===== config.mk =====
export PLATFORM = sky130hd
export DESIGN_NAME = dsp_post_adder_acc
export DESIGN_NICKNAME = d
export VERILOG_FILES = /design/src/rtl/dsp48a1_pkg.sv /design/src/rtl/post_reg.sv /design/src/rtl/dsp_post_adder_acc.sv
export SDC_FILE = /design/constraint.sdc
export NUM_CORES = 1
export LEC_CHECK = 0
export BUFFER_PORTS_ARGS = -buffer_cell sky130_fd_sc_hd__buf_4
export CAP_MARGIN = 20
export CELL_PAD_IN_SITES_DETAIL_PLACEMENT = 0
export CELL_PAD_IN_SITES_GLOBAL_PLACEMENT = 2
export CORE_MARGIN = 2
export CORE_UTILIZATION = 33
export CTS_BUF_LIST = sky130_fd_sc_hd__clkbuf_2 sky130_fd_sc_hd__clkbuf_4 sky130_fd_sc_hd__clkbuf_8
export DETAILED_ROUTE_END_ITERATION = 16
export PLACE_DENSITY = 0.91
export SKIP_CTS_REPAIR_TIMING = 1
export SLEW_MARGIN = 20
export SYNTH_ARGS = -nofsm -noshare
export SYNTH_HDL_FRONTEND = slang
export SYNTH_SLANG_ARGS = --single-unit

===== constraint.sdc =====
create_clock -name clk -period 8.5 [get_ports clk]
set_clock_uncertainty 0.1 [all_clocks]
set_input_delay 1.7 -clock clk [delete_from_list [all_inputs] [get_ports clk]]
set_output_delay 1.7 -clock clk [all_outputs]
set_load 0.005 [all_outputs]

===== src/rtl/dsp48a1_pkg.sv =====
// Shared definitions for the DSP48A1 post-adder/accumulator slice:
// datapath widths, OPMODE field positions and X/Z operand encodings.
package dsp48a1_pkg;

   // Datapath widths
   localparam int P_W = 48;   // P register / adder width
   localparam int M_W = 36;   // multiplier product width

   // OPMODE bit positions
   localparam int OPM_X_LO = 0;   // [1:0] X operand select
   localparam int OPM_Z_LO = 2;   // [3:2] Z operand select
   localparam int OPM_CIN  = 5;   // carry-in bit when taken from OPMODE
   localparam int OPM_SUB  = 7;   // 0 = add, 1 = subtract

   // X operand select encodings
   typedef enum logic [1:0] {
      X_ZERO = 2'b00,
      X_M    = 2'b01,
      X_P    = 2'b10,
      X_DAB  = 2'b11
   } x_sel_e;

   // Z operand select encodings
   typedef enum logic [1:0] {
      Z_ZERO = 2'b00,
      Z_PCIN = 2'b01,
      Z_P    = 2'b10,
      Z_C    = 2'b11
   } z_sel_e;

   // Decode the X select field out of a full OPMODE word
   function automatic x_sel_e get_x_sel(input logic [7:0] opm);
      return x_sel_e'(opm[OPM_X_LO +: 2]);
   endfunction

   // Decode the Z select field out of a full OPMODE word
   function automatic z_sel_e get_z_sel(input logic [7:0] opm);
      return z_sel_e'(opm[OPM_Z_LO +: 2]);
   endfunction

endpackage


===== src/rtl/post_reg.sv =====
// Enable / synchronous-reset pipeline register with an optional bypass.
// q_reg is always the registered value (used for feedback paths);
// q is either q_reg or the raw input, chosen by USE_REG.
module post_reg #(
   parameter int W       = 1,
   parameter bit USE_REG = 1'b1
) (
   input  logic         clk,
   input  logic         rst,
   input  logic         ce,
   input  logic [W-1:0] d,
   output logic [W-1:0] q_reg,
   output logic [W-1:0] q
);

   // Storage: reset wins over the clock enable
   always_ff @(posedge clk) begin
      // NOTE: state is updated with non-blocking assignments so every register
      // samples the pre-edge values regardless of block evaluation order.
      if (rst) begin
         q_reg <= '0;
      end else if (ce) begin
         q_reg <= d;
      end
   end

   // Output select: registered value or pass-through of the input
   generate
      if (USE_REG) begin : g_reg
         assign q = q_reg;
      end else begin : g_bypass
         assign q = d;
      end
   endgenerate

endmodule


===== src/rtl/dsp_post_adder_acc.sv =====
// DSP48A1 post-adder/subtracter and accumulator stage.
// X and Z operands are picked by OPMODE, combined with a selectable carry-in,
// and held in the P register; P feedback always taps the internal register
// so that multiply-accumulate has no combinational loop even with PREG=0.
module dsp_post_adder_acc
   import dsp48a1_pkg::*;
#(
   parameter int PREG        = 1,
   parameter int CARRYINREG  = 1,
   parameter int CARRYOUTREG = 1,
   parameter     CARRYINSEL  = "OPMODE5"
) (
   input  logic           clk,
   input  logic           rst,
   input  logic           cep,
   input  logic           cecarryin,
   input  logic [7:0]     opmode,
   input  logic [M_W-1:0] m,
   input  logic [P_W-1:0] dab,
   input  logic [P_W-1:0] c,
   input  logic [P_W-1:0] pcin,
   input  logic           carryin,
   output logic [P_W-1:0] p,
   output logic [P_W-1:0] pcout,
   output logic           carryout,
   output logic           carryoutf
);

   logic           cin_raw;     // selected carry-in before the CYI stage
   logic           cin;         // carry-in actually seen by the adder
   logic           cyi_q_reg;   // CYI register value (only needed via cin)
   logic [P_W-1:0] p_reg;       // internal P register, feedback source
   logic [P_W-1:0] p_out;       // P register or adder result, per PREG
   logic           cyo_q_reg;   // CYO register value (only needed via carryout)
   logic           co_out;      // CYO register or adder carry, per CARRYOUTREG
   x_sel_e         x_sel;
   z_sel_e         z_sel;
   logic [P_W-1:0] x_opnd;
   logic [P_W-1:0] z_opnd;
   logic [P_W:0]   sum;         // 49-bit result, bit 48 is carry / borrow
   logic [P_W-1:0] result;
   logic           co;

   // Carry-in source is fixed at elaboration time
   generate
      if (CARRYINSEL == "OPMODE5") begin : g_cin_opmode
         assign cin_raw = opmode[OPM_CIN];
      end else if (CARRYINSEL == "CARRYIN") begin : g_cin_port
         assign cin_raw = carryin;
      end else begin : g_cin_bad
         $error("dsp_post_adder_acc: CARRYINSEL must be \"OPMODE5\" or \"CARRYIN\"");
         assign cin_raw = 1'b0;
      end
   endgenerate

   // CYI stage: aligns the carry-in with the upstream M register when used
   post_reg #(
      .W       (1),
      .USE_REG (CARRYINREG != 0)
   ) u_cyi (
      .clk   (clk),
      .rst   (rst),
      .ce    (cecarryin),
      .d     (cin_raw),
      .q_reg (cyi_q_reg),
      .q     (cin)
   );

   assign x_sel = get_x_sel(opmode);
   assign z_sel = get_z_sel(opmode);

   // Operand muxes and the 49-bit add/subtract
   always_comb begin
      // NOTE: every combinational output is given a default first, so no path
      // through the case statements can leave a value held (no latches).
      x_opnd = '0;
      z_opnd = '0;
      sum    = '0;

      case (x_sel)
         X_ZERO:  x_opnd = '0;
         X_M:     x_opnd = {{(P_W-M_W){1'b0}}, m};
         X_P:     x_opnd = p_reg;
         X_DAB:   x_opnd = dab;
         default: x_opnd = '0;
      endcase

      case (z_sel)
         Z_ZERO:  z_opnd = '0;
         Z_PCIN:  z_opnd = pcin;
         Z_P:     z_opnd = p_reg;
         Z_C:     z_opnd = c;
         default: z_opnd = '0;
      endcase

      // Subtract yields a borrow in bit 48 whenever X + cin exceeds Z
      if (opmode[OPM_SUB]) begin
         sum = {1'b0, z_opnd} - ({1'b0, x_opnd} + {{P_W{1'b0}}, cin});
      end else begin
         sum = {1'b0, z_opnd} + {1'b0, x_opnd} + {{P_W{1'b0}}, cin};
      end
   end

   assign result = sum[P_W-1:0];
   assign co     = sum[P_W];

   // P stage: always clocks on cep so feedback works for either PREG setting
   post_reg #(
      .W       (P_W),
      .USE_REG (PREG != 0)
   ) u_p (
      .clk   (clk),
      .rst   (rst),
      .ce    (cep),
      .d     (result),
      .q_reg (p_reg),
      .q     (p_out)
   );

   // CYO stage: tracks the P register's enable and reset
   post_reg #(
      .W       (1),
      .USE_REG (CARRYOUTREG != 0)
   ) u_cyo (
      .clk   (clk),
      .rst   (rst),
      .ce    (cep),
      .d     (co),
      .q_reg (cyo_q_reg),
      .q     (co_out)
   );

   assign p         = p_out;
   assign pcout     = p_out;
   assign carryout  = co_out;
   assign carryoutf = co_out;

   // Inputs and register taps that some configurations do not consume
   logic unused_bits;
   assign unused_bits = ^{opmode[6], opmode[4], carryin, cyi_q_reg, cyo_q_reg};

endmodule

== Word-level counts from Yosys, hierarchy flattened ==
Cells that the tools add are included.
Storage, ports and cells
  register bits: 50
  input port bits: 193
  logic and storage cells: 18
Operators by class
  add/subtract/negate cells: 4
  eq/ne operators: 6
  multiplexer cells: 3
  reduce and logical (&&, ||, !) cells: 2
Operators with widths (count)
  $pmux W48 S4: 2
  $add A48 B1 Y49: 1
  $add A48 B48 Y49: 1
  $add A49 B1 Y49: 1
  $mux W49: 1
  $sub A48 B49 Y49: 1
  $eq A2 B2 Y1 const B: 4
  $eq A2 B1 Y1 const B: 2
  $logic_not A2 Y1: 2

== Logic depth before layout (Yosys ltp) ==
  depth after elaboration: 5
  gate-level depth with buffers: 19

== By module ==
A second synthesis with hierarchy kept.
Second synthesis, totals
  cells, all modules: 1512
  area total of the unflattened synthesis: 11365.9 sq um
Modules (own cells, without submodules)
  dsp_post_adder_acc: instances 1, cells an instance 1301, area each 9193.8 sq um, sequential area each 0.0 sq um
  post_reg (u_p): instances 1, cells an instance 203, area each 2089.5 sq um, sequential area each 960.9 sq um
  post_reg (u_cyi ...): instances 2, cells an instance 4, area each 41.3 sq um, sequential area each 20.0 sq um

== Worst setup path after synthesis ==
OpenSTA, ideal clock, no wires.
  path type: input -> register
  from: input opmode[1]
  to: register u_p.q_reg[43], in the netlist u_p.q[43]
  arrival time: 5.814 ns
  data required time: 8.305 ns
  slack: 2.491 ns
  stages on the path: 19
  cells stage by stage: buf_1 -> clkbuf_1 -> mux2_2 -> a22o_1 -> ha_1 -> inv_1 -> ha_1 -> clkbuf_1 -> nand4_1 -> nor2_1 -> o2bb2ai_1 -> or3_1 -> a21oi_1 -> a311oi_2 -> a31oi_1 -> o21ai_2 -> a221o_1 -> xnor2_1 -> a221oi_1
On the way
  cells in the longest elaborated chain, start to end: 5
Ends and longest elaborated chain
  from (decl): line dsp_post_adder_acc.sv:17  | input logic [7:0] opmode,
  $eq A2 B2 Y1, or another cell as far along: line dsp_post_adder_acc.sv:80  | case (x_sel)
  $pmux W48 S4 *: line dsp_post_adder_acc.sv:80
  $add A48 B48 Y49 or $add A48 B1 Y49 (tied branches): line dsp_post_adder_acc.sv:100, dsp_post_adder_acc.sv:98
  $add A49 B1 Y49 or $sub A48 B49 Y49 (tied branches): line dsp_post_adder_acc.sv:100, dsp_post_adder_acc.sv:98
  $mux W49 *: line dsp_post_adder_acc.sv:97  | if (opmode[OPM_SUB]) begin
  to (signal assigned): line post_reg.sv:21  | q_reg <= '0;
  to (signal assigned): line post_reg.sv:23  | q_reg <= d;
  to (decl): line post_reg.sv:12  | output logic [W-1:0] q_reg,
Mark *: on every way between the ends. The rest lies on a longest branch, timed or not.
A chain may end at the register's enable or synchronous reset.

== Worst setup path after layout ==
  from: input opmode[3]
  to: register u_p.q_reg[47], in the netlist u_p.q[47]
On the way
  cells in the longest elaborated chain, start to end: 5
Ends and longest elaborated chain
  $eq A2 B2 Y1, or another cell as far along: line dsp_post_adder_acc.sv:88  | case (z_sel)
  $pmux W48 S4 *: line dsp_post_adder_acc.sv:88
  $add A48 B48 Y49: line dsp_post_adder_acc.sv:100  | sum = {1'b0, z_opnd} + {1'b0, x_opnd} + {{P_W{1'b0}}, cin};
  $add A49 B1 Y49: line dsp_post_adder_acc.sv:100
  $mux W49 *: line dsp_post_adder_acc.sv:97
Marks and branches as above.

==> summary.md <==
The overall power after layout was 1.93 mW; the count of buffers inserted at the top-level ports was 287. On the critical path the largest part of the delay comes from compound AO/OA/AOI/OAI gates. The number of flip-flops in the largest register is 48.

The logs give 0 for the initial antenna violation count and 1,987 for the placed cell count. The via count of the first global-routing pass is 10,400, and the overall routing resource usage is 20.9%. The clock period minus final worst setup slack works out to 6300 ps. The predominant post-synthesis flop cell was sky130_fd_sc_hd__dfxtp_1. The cell with the largest stage delay on the worst path was sky130_fd_sc_hd__a31oi_1. The critical path contains buffers and inverters numbering 3 combined.

In this run, distinct cell masters in the synthesized netlist total 83. Clock latency on the worst-skew pair, taken at its later pin, is 340 ps. For the pin with the worst max-slew slack, the measured transition is 889 ps. In the detailed route, the total length drawn on met3 is 1870 um. For this block, wires on met1 add up to 17,500 um. 291 I/O pins were placed. Synthesis handed over a netlist of 1,396 instances. The clock edge transition at the registers on the reported setup and hold paths was 110 ps. Once layout is complete, the cells apart from fillers number 1,995.

In this run the clock root is driven by a sky130_fd_sc_hd__clkbuf_8. The synthesized design contains 50 register bits. In this run the static leakage power is 6.19 nW.

Across the VDD grid, the largest voltage drop is 0.0732 mV. The count of final max-slew check failures came out at 0. The power density over the cells is 150 mW/mm^2. The die is 183 um wide. When the netlist entered floorplanning its net count stood at 1,732.

For the number of buffers on the longest clock path, the log shows 2. The tools report the worst-case headroom to the max-slew limit as 40.8%. The share of the clock period used by the worst path works out to 74.1%. Top metal layer carrying routed signals: met4. The critical path in this run is classified as in -> reg.

For this run, the number of Yosys warnings is 0. The run gives 1,928 as the final-stage net count. For the final routed database, the setup TNS stands at 0 ps.

The number of flops mapped to enable cells by yosys works out to 0. The run gives 0 as the final-report setup violation count. The path class of the tightest hold or removal check is reg -> reg.

Leaving out fill and tap cells, the most frequent cell in the layout is sky130_fd_sc_hd__buf_4. For the post-synthesis sequential area ratio, the log shows 9.42%. Routability-driven placement finished with a final weighted congestion of 0.898. Summing every instance area after synthesis gives 0.0106 mm^2. After synthesis, the cell types taking the most area are sky130_fd_sc_hd__ha_1 16%, sky130_fd_sc_hd__dfxtp_1 9.4%, sky130_fd_sc_hd__mux2_2 9.0%. Number of nets still failing antenna checks after routing: 0. The vias after detailed routing is 10,800.

Buffers inserted during clock tree synthesis total 5. In the layout the commonest cells are 298 x sky130_fd_sc_hd__buf_4, 139 x sky130_fd_sc_hd__ha_1, 131 x sky130_fd_sc_hd__inv_1. The number of failing hold endpoints at the final stage is 0.

The violation count after the first detailed-routing iteration is 593. The first global-routing pass estimated 56,200 um of wire. The mean post-synth cell area is 7.61 um^2, and the final routed DRC violation total is 0. The tools report the setup slack of the critical path after layout as 2200 ps. The run gives 0.0336 mm^2 as the die footprint. The biggest area contributor in the post-synthesis netlist is sky130_fd_sc_hd__ha_1. The die span in y is 183 um, and the iteration count of the initial detailed-routing pass is 5. The worst setup path is captured at a flop.

Based on the critical path, the design can be clocked at up to 159 MHz. The area growth from synthesis to layout is 21.2%. In this run the standard cell core region covers 0.0316 mm^2.

TritonCTS built the clock tree. Dividing the detail-routed wire length by the instance count gives 18.4 um. 0 antenna diodes ended up in the layout. Largest incremental delay on the critical path: 450 ps.

The number of max-capacitance violations reported is 0, and the via-per-instance ratio is 5.43. The H-tree was split into 2 levels. The routed design has 36,600 um of wire. The critical path goes through buf_4 -> buf_4 -> mux2_2 -> a22oi_1 -> ha_1 -> inv_1 -> ha_1 -> a21oi_1 -> o21a_1 -> o2bb2ai_1 -> or3_1 -> a21oi_1 -> a311oi_2 -> a31oi_1 -> o21ai_2 -> a221o_1 -> mux2i_1 -> a211oi_1. Summed over all layers, the global routing overflow is 0.

The flow ran to the end, and the final reports show no timing, DRC or antenna violations. The number of standard-cell rows in the floorplan was 65. The top cell type's share of synthesized area is 16.4%, and the share of cells above drive strength 1 is 26.7%. The clock net in this run drives a total of 50 sinks. STA puts the critical path data arrival time at 6440 ps. OpenSTA, run right after detailed placement, puts the worst setup slack at 1880 ps. The data required time of the critical path was 8650 ps. The startpoint kind of the worst setup timing path was an input pin. The tools report the maximum number of pins on one net before global-route repair as 70. Wire segments on met2 add up to 16,800 um in the final route.

In this run the worst path has a maximum fanout of 31. For this configuration, the core starts out at a cell density of 33.6%. Setup repair after global routing left no endpoint under its margin. Detailed placement ended at an HPWL of 28,700 um. Counting flops with an async set or reset pin after synthesis yields a share of 0%.
-- metal layers --
metal	vias to the layer above	GRT usage (%)
li1	5407	-
met1	5074	29.1
met2	321	35.2
met3	21	2.28
met4	0	3.42
met5	-	0
-- cell usage after synthesis (4+ instances only) --
| master | number |
|---|---|
| sky130_fd_sc_hd__or2_2 | 6 |
| sky130_fd_sc_hd__o31ai_1 | 4 |
| sky130_fd_sc_hd__nor2b_1 | 31 |
| sky130_fd_sc_hd__ha_1 | 139 |
| sky130_fd_sc_hd__a31oi_1 | 11 |
| sky130_fd_sc_hd__inv_1 | 131 |
| sky130_fd_sc_hd__o21a_1 | 13 |
| sky130_fd_sc_hd__fa_1 | 4 |
| sky130_fd_sc_hd__nor3_1 | 24 |
| sky130_fd_sc_hd__o21ai_0 | 60 |
| sky130_fd_sc_hd__mux2_2 | 85 |
| sky130_fd_sc_hd__dfxtp_1 | 50 |
| sky130_fd_sc_hd__buf_1 | 15 |
| sky130_fd_sc_hd__buf_4 | 49 |
| sky130_fd_sc_hd__nand2_1 | 63 |
| sky130_fd_sc_hd__o2111ai_1 | 4 |
| sky130_fd_sc_hd__and4_1 | 4 |
| sky130_fd_sc_hd__mux2i_1 | 25 |
| sky130_fd_sc_hd__clkbuf_1 | 45 |
| sky130_fd_sc_hd__and2_1 | 7 |
| sky130_fd_sc_hd__a21o_1 | 35 |
| sky130_fd_sc_hd__a22o_1 | 61 |
| sky130_fd_sc_hd__o31a_1 | 6 |
| sky130_fd_sc_hd__a22oi_1 | 25 |
| sky130_fd_sc_hd__a21oi_1 | 121 |
| sky130_fd_sc_hd__xor2_1 | 26 |
| sky130_fd_sc_hd__o22ai_1 | 7 |
| sky130_fd_sc_hd__nor4_1 | 5 |
| sky130_fd_sc_hd__a2111oi_0 | 5 |
| sky130_fd_sc_hd__o211ai_1 | 8 |
| sky130_fd_sc_hd__nand4_1 | 5 |
| sky130_fd_sc_hd__o21bai_1 | 22 |
| sky130_fd_sc_hd__nand2b_1 | 12 |
| sky130_fd_sc_hd__a221o_1 | 7 |
| sky130_fd_sc_hd__nor2_1 | 106 |
| sky130_fd_sc_hd__a211oi_1 | 18 |
| sky130_fd_sc_hd__and3_1 | 11 |
| sky130_fd_sc_hd__a311oi_1 | 5 |
| sky130_fd_sc_hd__nand3_1 | 22 |
| sky130_fd_sc_hd__or3_1 | 4 |
| sky130_fd_sc_hd__xnor2_1 | 52 |
-- layout make-up --
class | count | area, um^2
inverters | 131 | 492
multi-input cells | 1106 | 8550
well taps | 402 | 503
flip-flops and latches | 50 | 1000
fillers | 3334 | 18800
clock buffers | 7 | 90.1
clock inverters | 1 | 5.00
repair buffers | 298 | 2240
-- stage by stage --
stage	hold slack (ps)	util (%)	cell area, um^2
floorplan	393	-	10600
CTS	439	40.7	12900
global route	473	40.7	12900
global placement	415	40.4	12800
finish	432	40.7	12900
detailed placement	421	40.4	12800
-- report_power, final --
part | internal (mW) | switching [mW]
Clock | 0.0697 | 0.106
Combinational | 0.649 | 0.778
Sequential | 0.270 | 0.0559
-- path summary, 6_finish.rpt --
| path | start | end | slack (ps) | cells after the start |
|---|---|---|---|---|
| worst max-delay path | opmode[3] | u_p.q[47]$_SDFFE_PP0P_ | 2200 | 18 |
| worst min-delay path | u_p.q[28]$_SDFFE_PP0P_ | u_p.q[28]$_SDFFE_PP0P_ | 430 | 2 |
| worst max register to register | u_p.q[0]$_SDFFE_PP0P_ | u_p.q[46]$_SDFFE_PP0P_ | 3890 | 14 |
| worst min register to register | u_p.q[28]$_SDFFE_PP0P_ | u_p.q[28]$_SDFFE_PP0P_ | 430 | 2 |
-- cell families (layout without fill, tap and decap cells) --
kind of cell	count (synthesis)	count (layout)	share of synthesized area [%]
fa+ha+maj	143	143	17.1
xor+xnor	78	78	6.43
flops	50	50	9.42
mux	110	110	11.4
simple gates	315	315	14.7
compound gates	460	460	30.8
buf+inv	240	437	10.2
-- tightest hold or removal path: stages (launching register included) --
cell,delay [ps]
sky130_fd_sc_hd__dfxtp_1,370
sky130_fd_sc_hd__nand2_1,60
sky130_fd_sc_hd__o21ai_0,60
(Power assumes the default switching activity.)
